===== src/rtl/alu_issue_ctrl.sv =====
// RV32I issue stage: decodes one instruction per transfer into ALU op code and operands,
// with a main/skid register pair so in_ready comes straight from a flop.
module alu_issue_ctrl #(
  parameter int unsigned DATA_WIDTH    = 32,
  parameter int unsigned OPCODE_LENGTH = 4
) (
  input  logic                     clk,
  input  logic                     reset,
  input  logic                     in_valid,
  output logic                     in_ready,
  input  logic [DATA_WIDTH-1:0]    instr,
  input  logic [DATA_WIDTH-1:0]    pc,
  input  logic [DATA_WIDTH-1:0]    rs1_data,
  input  logic [DATA_WIDTH-1:0]    rs2_data,
  input  logic                     flush,
  output logic                     out_valid,
  input  logic                     out_ready,
  output logic [DATA_WIDTH-1:0]    SrcA,
  output logic [DATA_WIDTH-1:0]    SrcB,
  output logic [OPCODE_LENGTH-1:0] Operation,
  output logic                     is_branch,
  output logic                     illegal
);

  localparam logic [OPCODE_LENGTH-1:0] OP_AND  = OPCODE_LENGTH'(4'b0000);
  localparam logic [OPCODE_LENGTH-1:0] OP_OR   = OPCODE_LENGTH'(4'b0001);
  localparam logic [OPCODE_LENGTH-1:0] OP_ADD  = OPCODE_LENGTH'(4'b0010);
  localparam logic [OPCODE_LENGTH-1:0] OP_SUB  = OPCODE_LENGTH'(4'b0011);
  localparam logic [OPCODE_LENGTH-1:0] OP_XOR  = OPCODE_LENGTH'(4'b0100);
  localparam logic [OPCODE_LENGTH-1:0] OP_SLT  = OPCODE_LENGTH'(4'b0101);
  localparam logic [OPCODE_LENGTH-1:0] OP_SLL  = OPCODE_LENGTH'(4'b0110);
  localparam logic [OPCODE_LENGTH-1:0] OP_SRL  = OPCODE_LENGTH'(4'b0111);
  localparam logic [OPCODE_LENGTH-1:0] OP_SRA  = OPCODE_LENGTH'(4'b1000);
  localparam logic [OPCODE_LENGTH-1:0] OP_BEQ  = OPCODE_LENGTH'(4'b1001);
  localparam logic [OPCODE_LENGTH-1:0] OP_BNE  = OPCODE_LENGTH'(4'b1010);
  localparam logic [OPCODE_LENGTH-1:0] OP_BLT  = OPCODE_LENGTH'(4'b1011);
  localparam logic [OPCODE_LENGTH-1:0] OP_BGE  = OPCODE_LENGTH'(4'b1100);
  localparam logic [OPCODE_LENGTH-1:0] OP_SLTU = OPCODE_LENGTH'(4'b1101);
  localparam logic [OPCODE_LENGTH-1:0] OP_BLTU = OPCODE_LENGTH'(4'b1110);
  localparam logic [OPCODE_LENGTH-1:0] OP_BGEU = OPCODE_LENGTH'(4'b1111);

  typedef struct packed {
    logic [DATA_WIDTH-1:0]    a;
    logic [DATA_WIDTH-1:0]    b;
    logic [OPCODE_LENGTH-1:0] op;
    logic                     br;
    logic                     ill;
  } entry_t;

  // Shared funct3 map of the R and I ALU groups (SUB/SRA resolved by the caller)
  function automatic logic [OPCODE_LENGTH-1:0] alu_f3(input logic [2:0] f);
    logic [OPCODE_LENGTH-1:0] r;
    r = OP_ADD;
    case (f)
      3'b000:  r = OP_ADD;
      3'b001:  r = OP_SLL;
      3'b010:  r = OP_SLT;
      3'b011:  r = OP_SLTU;
      3'b100:  r = OP_XOR;
      3'b101:  r = OP_SRL;
      3'b110:  r = OP_OR;
      default: r = OP_AND;
    endcase
    return r;
  endfunction

  logic [2:0]            f3;
  logic                  f7_zero;
  logic                  f7_alt;
  logic [DATA_WIDTH-1:0] imm_i;
  logic [DATA_WIDTH-1:0] imm_s;
  logic [DATA_WIDTH-1:0] imm_u;
  logic                  legal;
  entry_t                dec;

  assign f3      = instr[14:12];
  assign f7_zero = (instr[31:25] == 7'b0000000);
  assign f7_alt  = (instr[31:25] == 7'b0100000);
  assign imm_i   = {{(DATA_WIDTH-12){instr[31]}}, instr[31:20]};
  assign imm_s   = {{(DATA_WIDTH-12){instr[31]}}, instr[31:25], instr[11:7]};
  assign imm_u   = {{(DATA_WIDTH-32){instr[31]}}, instr[31:12], 12'b0};

  always_comb begin
    dec    = '0;
    dec.op = OP_ADD;
    legal  = 1'b1;
    case (instr[6:0])
      7'b0110011: begin
        dec.a  = rs1_data;
        dec.b  = rs2_data;
        dec.op = alu_f3(f3);
        if (f3 == 3'b000 || f3 == 3'b101) begin
          legal = f7_zero | f7_alt;
          if (f7_alt) dec.op = (f3 == 3'b000) ? OP_SUB : OP_SRA;
        end else begin
          legal = f7_zero;
        end
      end
      7'b0010011: begin
        dec.a  = rs1_data;
        dec.b  = imm_i;
        dec.op = alu_f3(f3);
        if (f3 == 3'b001) legal = f7_zero;
        if (f3 == 3'b101) begin
          legal = f7_zero | f7_alt;
          if (f7_alt) dec.op = OP_SRA;
        end
      end
      7'b0000011: begin
        dec.a = rs1_data;
        dec.b = imm_i;
      end
      7'b0100011: begin
        dec.a = rs1_data;
        dec.b = imm_s;
      end
      7'b1100011: begin
        dec.a  = rs1_data;
        dec.b  = rs2_data;
        dec.br = 1'b1;
        case (f3)
          3'b000:  dec.op = OP_BEQ;
          3'b001:  dec.op = OP_BNE;
          3'b100:  dec.op = OP_BLT;
          3'b101:  dec.op = OP_BGE;
          3'b110:  dec.op = OP_BLTU;
          3'b111:  dec.op = OP_BGEU;
          default: legal  = 1'b0;
        endcase
      end
      7'b0110111: dec.b = imm_u;
      7'b0010111: begin
        dec.a = pc;
        dec.b = imm_u;
      end
      7'b1101111: begin
        dec.a = pc;
        dec.b = DATA_WIDTH'(4);
      end
      7'b1100111: begin
        dec.a = pc;
        dec.b = DATA_WIDTH'(4);
        legal = (f3 == 3'b000);
      end
      default: legal = 1'b0;
    endcase
    // Undecodable words still transfer, with a neutral ADD of zeros
    if (!legal) begin
      dec     = '0;
      dec.op  = OP_ADD;
      dec.ill = 1'b1;
    end
  end

  entry_t main_q, main_d;
  entry_t skid_q, skid_d;
  logic   main_valid_q, main_valid_d;
  logic   skid_valid_q, skid_valid_d;
  logic   accept;
  logic   out_fire;

  assign accept   = in_valid & ~skid_valid_q;
  assign out_fire = main_valid_q & out_ready;

  // Main register feeds the outputs; skid only fills while main is stalled
  always_comb begin
    main_d       = main_q;
    skid_d       = skid_q;
    main_valid_d = main_valid_q;
    skid_valid_d = skid_valid_q;
    if (flush) begin
      main_valid_d = 1'b0;
      skid_valid_d = 1'b0;
    end else if (!main_valid_q) begin
      if (accept) begin
        main_d       = dec;
        main_valid_d = 1'b1;
      end
    end else if (out_fire) begin
      if (skid_valid_q) begin
        main_d       = skid_q;
        skid_valid_d = 1'b0;
      end else if (accept) begin
        main_d = dec;
      end else begin
        main_valid_d = 1'b0;
      end
    end else if (accept) begin
      skid_d       = dec;
      skid_valid_d = 1'b1;
    end
  end

  always_ff @(posedge clk or posedge reset) begin
    if (reset) begin
      main_q       <= '0;
      skid_q       <= '0;
      main_valid_q <= 1'b0;
      skid_valid_q <= 1'b0;
    end else begin
      main_q       <= main_d;
      skid_q       <= skid_d;
      main_valid_q <= main_valid_d;
      skid_valid_q <= skid_valid_d;
    end
  end

  assign in_ready  = ~skid_valid_q;
  assign out_valid = main_valid_q;
  assign SrcA      = main_q.a;
  assign SrcB      = main_q.b;
  assign Operation = main_q.op;
  assign is_branch = main_q.br;
  assign illegal   = main_q.ill;

endmodule


===== config.mk =====
export PLATFORM = sky130hd
export DESIGN_NAME = alu_issue_ctrl
export DESIGN_NICKNAME = d
export VERILOG_FILES = /design/src/rtl/alu_issue_ctrl.sv
export SDC_FILE = /design/constraint.sdc
export NUM_CORES = 1
export LEC_CHECK = 0
export CAP_MARGIN = 30
export CELL_PAD_IN_SITES_DETAIL_PLACEMENT = 1
export CELL_PAD_IN_SITES_GLOBAL_PLACEMENT = 1
export CORE_MARGIN = 5
export CORE_UTILIZATION = 41
export CTS_BUF_LIST = sky130_fd_sc_hd__clkbuf_8
export CTS_CLUSTER_DIAMETER = 150
export DETAILED_ROUTE_END_ITERATION = 10
export PLACE_DENSITY = 0.85
export SYNTH_ARGS = -nofsm -noshare
export SYNTH_HDL_FRONTEND = slang
export SYNTH_SLANG_ARGS = --single-unit

===== constraint.sdc =====
create_clock -name clk -period 6.6 [get_ports clk]
set_clock_uncertainty 0.05 [all_clocks]
set_input_delay 0.66 -clock clk [delete_from_list [all_inputs] [get_ports clk]]
set_output_delay 0.66 -clock clk [all_outputs]
set_load 0.02 [all_outputs]

==> out/metrics.csv <==
stage;metric;value;unit
worst_setup_path;Crit Path Class;in2reg;
clocking;Post-CTS Setup Bufs;0;
final_layout;Final Util;54.70;%
clocking;CTS tree;built;
timing;Final min period;3.249;ns
timing;Slew Viols, Final;0;
power;Sw Ratio;33.11;%
placed_design;count of input and output buffers;204;
synthesis;register bit count reported by yosys;142;
floorplanning;Die Wd;147.6;microns
floorplanning;die area;21790;sq um
timing;Worst Setup Slack, final;3.351;ns
final_layout;Nets;1104;
synthesis;top post-synthesis cells by area;dfrtp_1, o22ai_1, nand2_1, a22o_1, o21ai_0;
synthesis;Post-Syn Instances;811;
drt;Vias;7252;
clocking;# hold bufs at CTS;0;
synthesis;syn_nets;944;
global_routing;largest net degree at the start of global routing;90;
synthesis;Synth async-reset ratio;100.0;%
floorplanning;Initial Util;41.52;%
clocking;Clock Latency Late Sink;0.47;ns
global_routing;global-route wire length before repair;41.18;mm
timing;RSZ-0062 raised after global routing;no;
final_layout;layout cells sized above 1;8.638;%
final_layout;commonest non-fill, non-tap cells in the layout;clkdlybuf4s50_1, dfrtp_1, nand2_1, o22ai_1, o21ai_0;
global_routing;total gr overflow;0;
worst_setup_path;Worst EP arrival;3.52;ns
timing;fmax;307.7;MHz
drt;WL/cell;21.24;microns
floorplanning;io pins;205;
clocking;clk slew on worst S/H paths;0.09;ns
drt;drt first pass iters;4;
clocking;Clock Tree Buf Depth;2;
worst_setup_path;max incr delay on CP;0.98;ns
placed_design;gpl congestion;0.7931;
floorplanning;Die Height;147.6;microns
synthesis;synth warn;0;
clocking;Num CTS Buffers;17;
final_layout;Reg area;3553;sq um
worst_setup_path;crit path cell chain;clkdlybuf4s50_1 > and3b_1 > a32oi_1 > a21oi_2 > a21oi_4 > buf_4 > o21ai_0;
synthesis;sequential fraction of the synthesis area;45.75;%
worst_setup_path;CP startpoint kind;input pin;
drt;drt first-iter violations;478;
power;NetSw;0.0007546;W
power;Clock Power Share;28.7;%
synthesis;mapped cell area;7766;sq um
power;Comb pwr share;27.3;%
floorplanning;Site Rows;50;
power;VDD IR max;0.0001170;V
synthesis;post-synth top area share;45.75;%
placed_design;post-detail-place hpwl;17.77;mm
drt;Final ANT Viol Nets;0;
final_layout;area occupied by multi-input gates;3785;sq um
worst_setup_path;worst path bufs/invs;2;
global_routing;number of global-route vias before repair;7654;
worst_setup_path;maximum fanout along the worst path;40;
timing;setup_tns;0;ns
synthesis;Synth Area per Inst;9.576;sq um
power;sequential share of power;44.0;%
global_routing;initial antenna violation count;2;
global_routing;Total GRT Usage;23.54;%
timing;final setup fails;0;
power;Leak;3.888;nW
worst_setup_path;Worst setup EP type;flop;
final_layout;most common cell after layout, fill and taps aside;clkdlybuf4s50_1;
final_layout;Filler Cells Inserted;2126;
clocking;post-CTS sizing;0;
worst_setup_path;Worst Path Required;6.87;ns
synthesis;Primary FF master, synth;dfrtp_1;
final_layout;design area;10230;sq um
run;maxcap violations;0;
synthesis;EDFF count, synth;0;
drt;DR vias/cell;5.949;
min_path;Tightest Hold Check Type;reg2reg;
power;Pwr Density;222.7;nW/um^2
placed_design;Post-Place Setup Slack;2.882;ns
clocking;CTS root buffer;clkbuf_8;
timing;normalized max-slew margin;42.90;%
timing;final hold violations;0;
synthesis;area leader, netlist;dfrtp_1;
floorplanning;core area;18710;sq um
timing;Worst Tran Pin Value;0.8534;ns
status;run status;finished clean;
synthesis;library cells used by synthesis;66;
worst_setup_path;critical path's slowest cell;clkdlybuf4s50_1;
power;internal cell power;0.001524;W
placed_design;dpl cell area;9872;sq um
clocking;H-tree levels;4;
worst_setup_path;delay-heaviest family, CP;buffers and inverters;
clocking;CTS sink cnt;142;
final_layout;area added between synthesis and finish;31.75;%
timing;period utilization;49.23;%
drt;# DRC;0;
drt;final wirelength;25.90;mm
==> per-layer routing <==
layer	vias to the layer above	routed length (microns)	global-route usage (%)
met2	196	12900	40.10
met4	2	356	6.803
met1	3637	10870	29.57
met3	24	1761	6.162
met5	-	13	0
li1	3393	-	-
==> synth_stat cells (all sizes together), types with 8 or more instances <==
cell type and number:
dfrtp 142, nand2 107, o2bb2ai 23, o21ai 50, buf 51, o22ai 99, clkbuf 29, nor3 11
nor2 31, o22a 12, a22o 32, nand3 16, a31oi 8, a32o 11, nor2b 19, o31ai 26
a21oi 20, nand2b 37, a221oi 19
==> area by class of cell <==
class	count	share of cell area (%)
multi-input cells	582	36.99
flip-flops and latches	142	34.73
repair buffers	221	21.59
well taps	234	2.861
clock buffers	18	2.421
clock inverters	14	1.076
inverters	7	0.3057
diodes	1	0.02446
==> logic make-up (layout without fill, tap and decap cells) <==
group	count (synthesis)	count (layout)	share of synthesized area, %
XOR/XNOR	2	2	0.2256
AND/OR/NAND/NOR	243	243	15.98
AO/OA/AOI/OAI	330	330	31.17
flip-flops	142	142	45.75
buffers and inverters	87	260	5.945
other	0	1	0
multiplexers	7	7	0.9183
==> registers in the layout (all words and copies together) (netlist names) <==
signal and count:
Operation 4, SrcA 32, SrcB 32, illegal 1
is_branch 1, out_valid 1, skid_q 70, skid_valid_q 1
==> worst paths after layout <==
check | slack (ns) | endpoint | startpoint | cells past startpoint
max in group asynchronous | 4.59 | skid_q[45] | reset | 3
setup / recovery | 3.35 | skid_q[45] | instr[4] | 7
setup reg to reg | 4.04 | skid_q[7] | out_valid | 4
hold reg to reg | 0.44 | skid_q[31] | skid_q[31] | 2
min in group asynchronous | 0.69 | skid_q[0] | reset | 2
hold / removal | 0.44 | skid_q[31] | skid_q[31] | 2
==> per-stage QoR <==
step           power (W)  std cells  hold slack (ns)
2_1_floorplan   0.001319        811           0.3989
3_3_place_gp    0.001623       1184           0.4117
3_5_place_dp    0.001643       1186           0.4200
4_1_cts         0.002298       1218           0.4419
5_1_grt         0.002379       1219           0.4532
6_report        0.002279       1219           0.4375
==> worst reg2reg max path, stage by stage (launching register included) <==
cell     delay, ns
dfrtp_1       0.59
nand2_1       0.19
or3_4         0.60
nor2_1        0.75
a32o_1        0.30
==> power by group through the flow <==
stage	Combinational [W]	Clock [W]	Sequential (W)
after floorplan	0.000219	0	0.00110
after global placement	0.000608	0	0.00101
after detailed placement	0.000625	0	0.00102
after CTS	0.000628	0.000667	0.00100
after global routing	0.000668	0.000702	0.00101
final	0.000623	0.000654	0.00100
Note: power is estimated with default switching activity, not from simulation.
